[config.mk]
export PLATFORM = sky130hd
export DESIGN_NAME = toggle_cover_collector
export DESIGN_NICKNAME = d
export VERILOG_FILES = /design/src/rtl/toggle_cover_collector.sv
export SDC_FILE = /design/constraint.sdc
export NUM_CORES = 1
export LEC_CHECK = 0
export CORE_UTILIZATION = 38
export CTS_CLUSTER_SIZE = 8
export DETAILED_ROUTE_END_ITERATION = 10
export PLACE_DENSITY = 0.69
export SLEW_MARGIN = 20
export SYNTH_ARGS = -nofsm -noshare
export SYNTH_HDL_FRONTEND = slang
export SYNTH_SLANG_ARGS = --single-unit
export TNS_END_PERCENT = 20
[constraint.sdc]
create_clock -name gbl_clk -period 7.85 [get_ports gbl_clk]
set_input_delay 1.57 -clock gbl_clk [delete_from_list [all_inputs] [get_ports gbl_clk]]
set_output_delay 1.57 -clock gbl_clk [all_outputs]
set_load 0.01 [all_outputs]
[src/rtl/toggle_cover_collector.sv]
// Toggle coverage collector: detects per-bit rise/fall events, marks each cover
// point hit once, and streams every point's global index exactly once per reset epoch.
module toggle_cover_collector #(
  parameter int WIDTH       = 8,
  parameter int COVER_BASE  = 0,
  parameter int COVER_TOTAL = 8744,
  parameter int FIFO_DEPTH  = 4,
  parameter int IDX_W       = 32
) (
  input  logic                             gbl_clk,
  input  logic                             reset,
  input  logic                             en,
  input  logic [WIDTH-1:0]                 sig,
  output logic                             out_valid,
  input  logic                             out_ready,
  output logic [IDX_W-1:0]                 out_index,
  output logic [$clog2(2*WIDTH+1)-1:0]     covered_cnt,
  output logic                             all_covered
);

  localparam int NPTS   = 2 * WIDTH;
  localparam int CNT_W  = $clog2(NPTS + 1);
  localparam int PT_W   = $clog2(NPTS);
  localparam int PTR_W  = $clog2(FIFO_DEPTH);
  localparam int FCNT_W = PTR_W + 1;

  localparam logic [IDX_W-1:0]  BASE_IDX  = IDX_W'(COVER_BASE);
  localparam logic [CNT_W-1:0]  FULL_CNT  = CNT_W'(NPTS);
  localparam logic [FCNT_W-1:0] FIFO_FULL = FCNT_W'(FIFO_DEPTH);

  generate
    if (WIDTH < 1 || WIDTH > 64) begin : g_bad_width
      $error("toggle_cover_collector: WIDTH must be in 1..64");
    end
    if (COVER_BASE + 2 * WIDTH > COVER_TOTAL) begin : g_bad_space
      $error("toggle_cover_collector: cover points exceed COVER_TOTAL");
    end
    if (FIFO_DEPTH < 2 || (FIFO_DEPTH & (FIFO_DEPTH - 1)) != 0) begin : g_bad_depth
      $error("toggle_cover_collector: FIFO_DEPTH must be a power of two >= 2");
    end
  endgenerate

  logic [WIDTH-1:0]  r_prev;
  logic              r_prev_valid;
  logic [NPTS-1:0]   r_hit;
  logic [NPTS-1:0]   r_pending;
  logic [CNT_W-1:0]  r_cnt;
  logic              r_all;
  logic [IDX_W-1:0]  r_mem [FIFO_DEPTH];
  logic [PTR_W-1:0]  r_wr_ptr;
  logic [PTR_W-1:0]  r_rd_ptr;
  logic [FCNT_W-1:0] r_fcnt;

  logic              w_sample;
  logic [NPTS-1:0]   w_det;
  logic [NPTS-1:0]   w_new;
  logic [CNT_W-1:0]  w_new_cnt;
  logic [CNT_W-1:0]  w_cnt_next;
  logic [NPTS-1:0]   w_grant;
  logic [PT_W-1:0]   w_grant_pt;
  logic              w_push;
  logic              w_pop;

  assign w_sample = en & r_prev_valid;

  genvar gi;
  generate
    for (gi = 0; gi < WIDTH; gi++) begin : g_det
      assign w_det[2*gi]   = w_sample & ~r_prev[gi] &  sig[gi];
      assign w_det[2*gi+1] = w_sample &  r_prev[gi] & ~sig[gi];
    end
  endgenerate

  assign w_new = w_det & ~r_hit;

  always_comb begin
    w_new_cnt = '0;
    for (int i = 0; i < NPTS; i++) begin
      w_new_cnt = w_new_cnt + CNT_W'(w_new[i]);
    end
  end

  assign w_cnt_next = r_cnt + w_new_cnt;

  // Isolate the lowest pending bit, then encode it to a point number.
  assign w_grant = r_pending & (~r_pending + NPTS'(1));

  always_comb begin
    w_grant_pt = '0;
    for (int i = 0; i < NPTS; i++) begin
      if (w_grant[i]) begin
        w_grant_pt = w_grant_pt | PT_W'(i);
      end
    end
  end

  // Fullness uses the registered count only, so a same-cycle pop never frees a slot.
  assign out_valid = (r_fcnt != '0);
  assign w_push    = (|r_pending) && (r_fcnt != FIFO_FULL);
  assign w_pop     = out_valid && out_ready;

  always_ff @(posedge gbl_clk) begin
    if (!reset) begin
      r_prev       <= '0;
      r_prev_valid <= 1'b0;
      r_hit        <= '0;
      r_pending    <= '0;
      r_cnt        <= '0;
      r_all        <= 1'b0;
      r_wr_ptr     <= '0;
      r_rd_ptr     <= '0;
      r_fcnt       <= '0;
    end else begin
      if (en) begin
        r_prev       <= sig;
        r_prev_valid <= 1'b1;
      end
      r_hit     <= r_hit | w_new;
      r_pending <= (r_pending & ~(w_push ? w_grant : '0)) | w_new;
      r_cnt     <= w_cnt_next;
      r_all     <= (w_cnt_next == FULL_CNT);
      if (w_push) r_wr_ptr <= r_wr_ptr + PTR_W'(1);
      if (w_pop)  r_rd_ptr <= r_rd_ptr + PTR_W'(1);
      case ({w_push, w_pop})
        2'b10:   r_fcnt <= r_fcnt + FCNT_W'(1);
        2'b01:   r_fcnt <= r_fcnt - FCNT_W'(1);
        default: r_fcnt <= r_fcnt;
      endcase
    end
  end

  always_ff @(posedge gbl_clk) begin
    if (w_push) begin
      r_mem[r_wr_ptr] <= BASE_IDX + IDX_W'(w_grant_pt);
    end
  end

  // Forced to zero when empty so stale entries never show after reset or drain.
  assign out_index   = out_valid ? r_mem[r_rd_ptr] : '0;
  assign covered_cnt = r_cnt;
  assign all_covered = r_all;

endmodule

==> results.toml <==
[critical_path]
start_kind = "primary input"
endpoint = "all_covered"
crit_type = "primary input to register"
timing.rr.end = "all_covered"
critPathMaxFanout = 13
worstPathArrival_ns = 6.96
critPathRequiredTime_ns = 8.10
reg2reg_depth = 17
cpMaxStageDelayCell = "fa_1"
path_common_cell = "fa_1"
cp-startpoint = "en"
path_cells = "clkdlybuf4s50_1 -> buf_4 -> nand2_1 -> buf_4 -> nor3b_1 -> nand2b_1 -> fa_1 -> inv_1 -> fa_1 -> inv_1 -> fa_1 -> inv_1 -> fa_1 -> fa_1 -> inv_1 -> fa_1 -> xnor2_1 -> or3b_2 -> a211oi_1"
max_stage_delay_ns = 0.56
r2r_setup_slack_ns = 2.67
end_kind = "register"
r2r-start = "r_prev_valid"

[final_layout]
drive_above_1_share_pct = 11.0
diodes = 0
nNetsFinal = 442
post-route-util_pct = 44.0
area_growth_pct = 12.6
final_cells = 543

[floorplanning]
rows = 36
dieHeight_um = 102
ios = 51
fp.dieArea_sq_mm = 0.0105
fp.coreArea_sq_mm = 0.00977
start_util_pct = 39.1
dieWidth_um = 102

[yosys]
post-synth-top-count-cell = "nor2_1"
syn-instance-count = 382
synth.distinct_cells = 52
yosys_warnings = 0
yosysSeqAreaShare_pct = 41.9
async_flop_share_pct = 0
syn_avg_cell_area_sq_um = 10.0
ys_seq_elements = 72
netlist.area_leader.share_pct = 29.3
synth_commonest_cells = "60 x nor2_1, 56 x dfxtp_1, 30 x inv_1"
synth_ff_type = "dfxtp_1"
synth_area_sq_mm = 0.00382
synth_edf_count = 16
yosys-top-cells-area = "dfxtp_1 29%, edfxtp_1 13%, fa_1 6.8%"
synth_top_cell_by_area = "dfxtp_1"

[route]
ant_nets = 0
wire_per_inst_um = 12.5
wl_um = 6780
drt_iter0_markers = 134
drc_errors = 0
vias_per_cell = 4.81
drt-pass1-iter-count = 4
num_vias = 2612

[clock_tree]
cts_buffers = 9
postCtsSetupBuffers = 0
cts_tree = "done"
cts.root.buffer_cell = "clkbuf_8"
path_clk_slew_ns = 0.08
htree_levels = 3
clock_path_buffers = 2
cts_resized = 0
postCtsHoldBufs = 0
cts_sinks = 72
clk_latency_ns = 0.35

[pwr]
power_mw = 1.11
ir_drop_mv = 0.132
power_density_mw_per_mm2 = 259
leakagePower_nw = 1.70

[place]
dp_cells = 527
hpwlAfterDp_um = 5100
io_buffers = 22
finalWeightedCongestion = 0.789

[global_route]
gr-total-overflow = 0
grt_max_degree = 36
grt_usage_pct = 14.2
grt_pass1_wl_um = 11300
antenna_found_initial = 0
first_global_vias = 2362

[timing]
min_period_over_period_pct = 85.4
holdWs_ns = 0.465
max-slew-margin-rel_pct = 41.6
fmax_ghz = 0.149
worst_pin_slew_ns = 0.865
fin_crit_ns = 6.71
setup_viol_count_final = 0
rsz0062_at_grt = "no"
final_max_slew_viol_count = 0
skew_ns = 0.00839
finalSetupTns_ns = 0
hold_viol = 0

[worst_hold_path]
hold_class = "register to register"

[run]
cap_violations = 0

[status]
status = "finished clean"
[critical path: cells and delay by family]
kind	cells	cell delay (ns)
and+or+nand+nor	4	1.12
buffers and inverters	7	1.17
xor gates and xnor gates	1	0.16
adders and majority gates	6	2.69
AOI/OAI and AO/OA	1	0.23
[metal layers]
metal	vias to the layer above	part of all wire, %	GRT usage [%]
met5	-	0	0
met2	56	48	22.7
met1	1253	48	18.3
met4	0	1.2	3.63
met3	10	3.5	4.92
li1	1293	-	-
[how the worst min path moves through the flow]
stage                          from         to  slack, ns  cells past startpoint
final                      r_hit[4]   r_hit[4]       0.46                      2
after detailed placement  r_hit[10]  r_hit[10]       0.45                      2
after floorplan           r_hit[10]  r_hit[10]       0.43                      2
after global placement     r_hit[4]   r_hit[4]       0.44                      2
after global routing       r_hit[4]   r_hit[4]       0.49                      2
after CTS                 r_hit[10]  r_hit[10]       0.47                      2
[sequential cells by signal (all words and copies together) (netlist names), named ones only]
| register | count |
|---|---|
| r_hit | 16 |
| r_mem | 16 |
| r_pending | 16 |
| r_prev | 8 |
| covered_cnt | 5 |
| r_fcnt | 3 |
| r_rd_ptr | 2 |
| r_wr_ptr | 2 |
| all_covered | 1 |
| r_prev_valid | 1 |
[cells in the final DEF, fill, tap and decap left out, types with 8 or more instances in the layout]
cell,netlist,routed
nor2_1,60,60
dfxtp_1,56,56
inv_1,30,30
conb_1,1,28
clkdlybuf4s50_1,0,22
o21ai_0,17,17
nor3b_1,16,16
edfxtp_1,16,16
a21oi_1,13,13
fa_1,13,13
nand2_1,12,12
ha_1,12,12
mux2i_1,10,10
clkbuf_8,0,10
nor4b_1,9,9
and2_1,8,8
nand2b_1,8,8
[where the power goes]
| part | switching, mW | leakage (nW) | internal, mW |
|---|---|---|---|
| clock network | 0.143 | 0.126 | 0.209 |
| logic | 0.160 | 0.972 | 0.150 |
| registers | 0.0309 | 0.606 | 0.421 |
[area by class of cell]
type / instances / area (sq um)
Sequential cell: 72 / 1600
Multi-Input combinational cell: 267 / 1940
Clock buffer: 11 / 163
Clock inverter: 5 / 83.8
Timing Repair Buffer: 25 / 243
Tap cell: 133 / 166
Fill cell: 950 / 5470
Inverter: 30 / 113
[cells by family after synthesis]
kind of cell	after synthesis	synth area share [%]
buf+inv	70	10.1
flops	72	41.9
simple gates	144	21.5
mux	14	4.97
compound gates	49	9.06
other cells	1	0.0981
xor+xnor	7	1.60
fa+ha+maj	25	10.7
[per-stage QoR]
| stage | worst slack (ns) | cell area, sq um |
|---|---|---|
| floorplan | 1.74 | 3930 |
| detailed placement | 0.790 | 4060 |
| global placement | 0.942 | 4060 |
| global route | 0.864 | 4310 |
| finish | 1.14 | 4310 |
| CTS | 1.15 | 4310 |
No activity file was read; power rests on OpenSTA's default activity.
